==> src/rtl/nes_clk_pkg.sv <==
// nes_clk_pkg: shared defaults, run/halt state type and counter-width helper for the NES clock enables
package nes_clk_pkg;
    localparam int DEF_CPU_DIV  = 12;
    localparam int DEF_PPU_DIV  = 4;
    localparam int DEF_PHI2_LOW = 5;
    typedef enum logic {RUN = 1'b0, HALT = 1'b1} state_t;
    function automatic int cnt_width(int div);
        return (div > 1) ? $clog2(div) : 1;
    endfunction
endpackage

==> src/rtl/nes_clock_enables_ce_divider.sv <==
// ce_divider: modulo-DIV tick counter; wrap flags the tick on which count returns to 0
//   clk, reset : clock and async active-high reset
//   tick       : advance request
//   count      : current position 0..DIV-1
//   wrap       : combinational, tick while count == DIV-1
module ce_divider #(
    parameter int DIV = 4,
    parameter int W   = 2
) (
    input  logic         clk,
    input  logic         reset,
    input  logic         tick,
    output logic [W-1:0] count,
    output logic         wrap
);
    assign wrap = tick && (count == W'(DIV - 1));
    always_ff @(posedge clk or posedge reset)
        if (reset) count <= '0;
        else if (tick) count <= wrap ? '0 : count + 1'b1;
endmodule

==> src/rtl/nes_clock_enables.sv <==
// nes_clock_enables: turns the NCO MSB into master/PPU/CPU clock enables with a run/halt/step gate
//   clk, reset : 96 MHz fabric clock, async active-high reset
//   master_in  : NCO accumulator MSB; each rising edge is one master tick
//   run_en     : 1 = CPU free-runs; step_req pulses one CPU cycle while halted
//   master_ce, ppu_ce, cpu_ce, step_ack : single-cycle enables, all aligned one clk after the tick
//   phi2       : CPU phase-2 level; halted : gate is in HALT; cpu_cycles : issued cpu_ce count
module nes_clock_enables
    import nes_clk_pkg::*;
#(
    parameter int CPU_DIV  = DEF_CPU_DIV,
    parameter int PPU_DIV  = DEF_PPU_DIV,
    parameter int PHI2_LOW = DEF_PHI2_LOW,
    parameter int CNT_W    = 16
) (
    input  logic             clk,
    input  logic             reset,
    input  logic             master_in,
    input  logic             run_en,
    input  logic             step_req,
    output logic             master_ce,
    output logic             ppu_ce,
    output logic             cpu_ce,
    output logic             phi2,
    output logic             step_ack,
    output logic             halted,
    output logic [CNT_W-1:0] cpu_cycles
);
    localparam int CW = cnt_width(CPU_DIV);
    localparam int PW = cnt_width(PPU_DIV);

    state_t        state, state_next;
    logic          prev_in, tick, ppu_wrap, cpu_wrap;
    logic          step_pending, pend_next, serve, cpu_ce_d, ack_d;
    logic [CW-1:0] cpu_cnt;
    logic [PW-1:0] ppu_cnt_unused;

    // prev_in resets high so a master_in held high through reset is not taken as an edge
    assign tick   = master_in & ~prev_in;
    assign halted = (state == HALT);
    // a step_req on the boundary cycle itself counts as pending for that boundary
    assign serve  = step_pending | (halted & step_req);

    ce_divider #(.DIV(PPU_DIV), .W(PW)) u_ppu_div (
        .clk(clk), .reset(reset), .tick(tick), .count(ppu_cnt_unused), .wrap(ppu_wrap)
    );

    // cpu_cnt runs in every state so CPU/PPU phase survives halts
    ce_divider #(.DIV(CPU_DIV), .W(CW)) u_cpu_div (
        .clk(clk), .reset(reset), .tick(tick), .count(cpu_cnt), .wrap(cpu_wrap)
    );

    always_comb begin
        state_next = state;
        cpu_ce_d   = 1'b0;
        ack_d      = 1'b0;
        pend_next  = serve;
        if (cpu_wrap) begin
            if (run_en) begin
                cpu_ce_d   = 1'b1;
                state_next = RUN;
                pend_next  = 1'b0;
            end else if (state == RUN) begin
                state_next = HALT;
            end else if (serve) begin
                cpu_ce_d  = 1'b1;
                ack_d     = 1'b1;
                pend_next = 1'b0;
            end
        end
    end

    always_ff @(posedge clk or posedge reset) begin
        if (reset) begin
            prev_in      <= 1'b1;
            state        <= RUN;
            step_pending <= 1'b0;
            master_ce    <= 1'b0;
            ppu_ce       <= 1'b0;
            cpu_ce       <= 1'b0;
            step_ack     <= 1'b0;
            phi2         <= 1'b0;
            cpu_cycles   <= '0;
        end else begin
            prev_in      <= master_in;
            state        <= state_next;
            step_pending <= pend_next;
            master_ce    <= tick;
            ppu_ce       <= ppu_wrap;
            cpu_ce       <= cpu_ce_d;
            step_ack     <= ack_d;
            cpu_cycles   <= cpu_cycles + CNT_W'(cpu_ce_d);
            // next count >= PHI2_LOW, written against the pre-tick count (never true on the wrap)
            if (tick)
                phi2 <= (~halted | serve) & ~cpu_wrap & (cpu_cnt >= CW'(PHI2_LOW - 1));
        end
    end
endmodule

==> config.mk <==
export PLATFORM = sky130hd
export DESIGN_NAME = nes_clock_enables
export DESIGN_NICKNAME = d
export VERILOG_FILES = /design/src/rtl/nes_clk_pkg.sv /design/src/rtl/nes_clock_enables_ce_divider.sv /design/src/rtl/nes_clock_enables.sv
export SDC_FILE = /design/constraint.sdc
export NUM_CORES = 1
export LEC_CHECK = 0
export CAP_MARGIN = 15
export CORE_ASPECT_RATIO = 0.9
export CORE_MARGIN = 2
export CORE_UTILIZATION = 40
export CTS_BUF_LIST = sky130_fd_sc_hd__clkbuf_16
export DETAILED_ROUTE_END_ITERATION = 7
export PLACE_DENSITY = 0.64
export SLEW_MARGIN = 20
export SYNTH_ARGS = -nofsm -noshare
export SYNTH_HDL_FRONTEND = slang
export SYNTH_SLANG_ARGS = --single-unit
export TNS_END_PERCENT = 100
==> constraint.sdc <==
create_clock -name clk -period 2.15 [get_ports clk]
set_input_delay 0.3225 -clock clk [delete_from_list [all_inputs] [get_ports clk]]
set_output_delay 0.3225 -clock clk [all_outputs]
set_load 0.05 [all_outputs]
==> reports/qor.csv <==
metric;value;unit
wirelength;2879;um
use_met1;21.50;%
end_kind;flop;
diodes;0;
layout_common_cells;dfrtp_1 (29), clkdlybuf4s50_1 (26), nand2_1 (12), buf_4 (12), xor2_1 (10);
grt_pass1_wl;4671;um
synth_nets;124;
outcome;completed;
fin_crit;2.074;ns
slew_viol_final;0;
max-cap-violations;0;
die_h;58.53;um
place_congestion;0.8102;
required;2.34;ns
synthArstFlopShare;100.0;%
synthTopCellsByArea;dfrtp_1 (55%), xor2_1 (6.6%), ha_1 (4.7%), nand2_1 (3.4%), nor4_2 (2.8%);
layout.cells.non_filler;201;
max_slew_margin;65.33;%
hold_viol_final;0;
r2r_start;u_cpu_div.count[1];
finClkSkew;0.007431;ns
io_buffers;26;
grt.overflow.total;0;
gr-max-usage-layer;met2;
mostFrequentLayoutCell;dfrtp_1;
multi_input_area;615.6;sq um
rows;19;
synth_seq_cells;30;
cts_tree;built;
drive_above_1_share;23.90;%
track_usage;16.28;%
cpPeakStageDelay;0.39;ns
die_area;0.003780;sq mm
globalRouteMet2Util;25.74;%
hpwl;1981;um
syn_inst;114;
ant_nets;0;
met3_usage;5.163;%
yosysWarningCount;0;
yosys.area.top_type_share;54.92;%
via_per_inst;4.930;
core_area;0.003114;sq mm
first_pass_iters;4;
h-tree-depth;2;
ys.flop_type;dfrtp_1;
finalSetupViolCount;0;
cellPowerDensity;951.5;mW/mm^2
drt_iter0_markers;57;
start_util;42.43;%
clk_latency;0.27;ns
path_max_fanout;4;
worstMarginPinSlew;0.5184;ns
die_x;64.58;um
ys_types;31;
cts_num_sinks;30;
final_nets;168;
synth_top_area_cell;dfrtp_1;
dp.cells;192;
clock.fmax;482.1;MHz
clk_path_buf_depth;2;
period_share;96.47;%
synth_edf_count;0;
fillers;255;
netlist_area;0.001321;sq mm
grt_max_degree;31;
ys_seq_area_share;56.91;%
irDropWorstVdd;0.0005689;V
area_growth;46.78;%
grt_antenna_before_repair;0;
utilization;62.27;%
place_ws;-0.2596;ns
avgSynthCellArea;11.59;sq um
cp_data_arrival_time;2.27;ns
cp_slowest_cell;dfrtp_1;
crit_type;flop to flop;
clk_pin_slew_worst_paths;0.05;ns
cp_cell_sequence;ha_4 -> nor2b_4 -> nand3_2 -> a21oi_4 -> ha_1 -> ha_2 -> nand3_4 -> nor4_4 -> xor2_1;
ios;27;
drc;0;
wl_per_cell;14.32;um
fin_ws;0.07581;ns
hold_class;primary input to asynchronous set/reset pin;
worstSetupStartpointType;flop;
num_vias;991;
register_area;752.0;sq um
startpoint;u_cpu_div.count[1];
leakagePower;0.9203;nW
first_global_vias;1008;
numCtsBuffers;5;
root_buffer;clkbuf_16;
final timing paths:
| check | slack (ns) | to | cells past startpoint |
|---|---|---|---|
| min reg2reg | 0.47 | cpu_cycles[15] | 1 |
| min | 0.44 | cpu_cycles[8] | 3 |
| max in group asynchronous | 1.40 | prev_in | 3 |
| min in group clk | 0.47 | cpu_cycles[15] | 1 |
| max | 0.08 | cpu_cycles[12] | 9 |
| max reg2reg | 0.08 | cpu_cycles[12] | 9 |
synthesized netlist by cell type, types with 2 or more instances:
cell	instances
xor2_1	10
nor2_1	4
nor4_1	2
o21ai_0	2
nand4_1	2
dfrtp_1	29
nand3_1	6
nor3_1	6
a21o_1	2
xnor2_1	4
nand3_2	3
inv_1	7
nor4_2	3
ha_1	5
nand2_1	12
a21oi_1	2
area by class of cell:
type / instances / share of cell area [%]
multi-input combinational: 75 / 31.74
clock inverter: 3 / 0.6452
tap: 42 / 2.710
clock buffer: 5 / 6.452
inverter: 8 / 1.613
sequential: 30 / 38.77
timing repair buffer: 38 / 18.06
worst max-delay path: cells and delay by family, from the launching register on:
kind / cells / cell delay, ns
flops: 1 / 0.39
compound gates: 1 / 0.17
xor+xnor: 1 / 0.18
simple gates: 4 / 0.71
fa+ha+maj: 3 / 0.54
layer usage:
layer	part of all wire (%)	vias up
met1	47	486
met3	3.5	4
li1	-	482
met4	0.97	0
met2	49	19
met5	0	-
report_power, final:
group | internal [mW] | switching, mW | total [mW]
clock | 0.416 | 0.227 | 0.644
combinational | 0.193 | 0.267 | 0.460
sequential | 0.651 | 0.0898 | 0.741
total | 1.26 | 0.584 | 1.85
kinds of logic after synthesis:
| family | Yosys count | synth area share, % |
|---|---|---|
| and+or+nand+nor | 42 | 18.47 |
| DFF | 30 | 56.91 |
| xor gates and xnor gates | 14 | 9.280 |
| AOI/OAI and AO/OA | 13 | 7.103 |
| buffers and inverters | 9 | 2.746 |
| adders and majority gates | 5 | 4.735 |
| muxes | 1 | 0.7576 |
registers in the layout, indices dropped and copies added (netlist names):
signal	count
cpu_ce	1
cpu_cycles	16
halted	1
master_ce	1
phi2	1
ppu_ce	1
prev_in	1
step_ack	1
step_pending	1
u_cpu_div.count	4
u_ppu_div.count	2
per-stage QoR:
stage	instance area, sq um	hold slack (ns)	TNS [ns]	total power [mW]
finish	1939	0.4365	0	1.845
global route	1939	0.4994	-0.07356	1.951
CTS	1866	0.4518	0	1.825
detailed placement	1712	0.4672	-1.698	1.175
global placement	1712	0.4543	-0.4480	1.151
floorplan	1321	0.3270	-0.07737	0.9995
what timing repair did:
action,in CTS,in global routing
pin swaps,0,2
resized for setup,3,12
setup buffers,0,1
hold buffers,0,0
endpoints found under the setup margin,4,11
(Power assumes the default switching activity.)
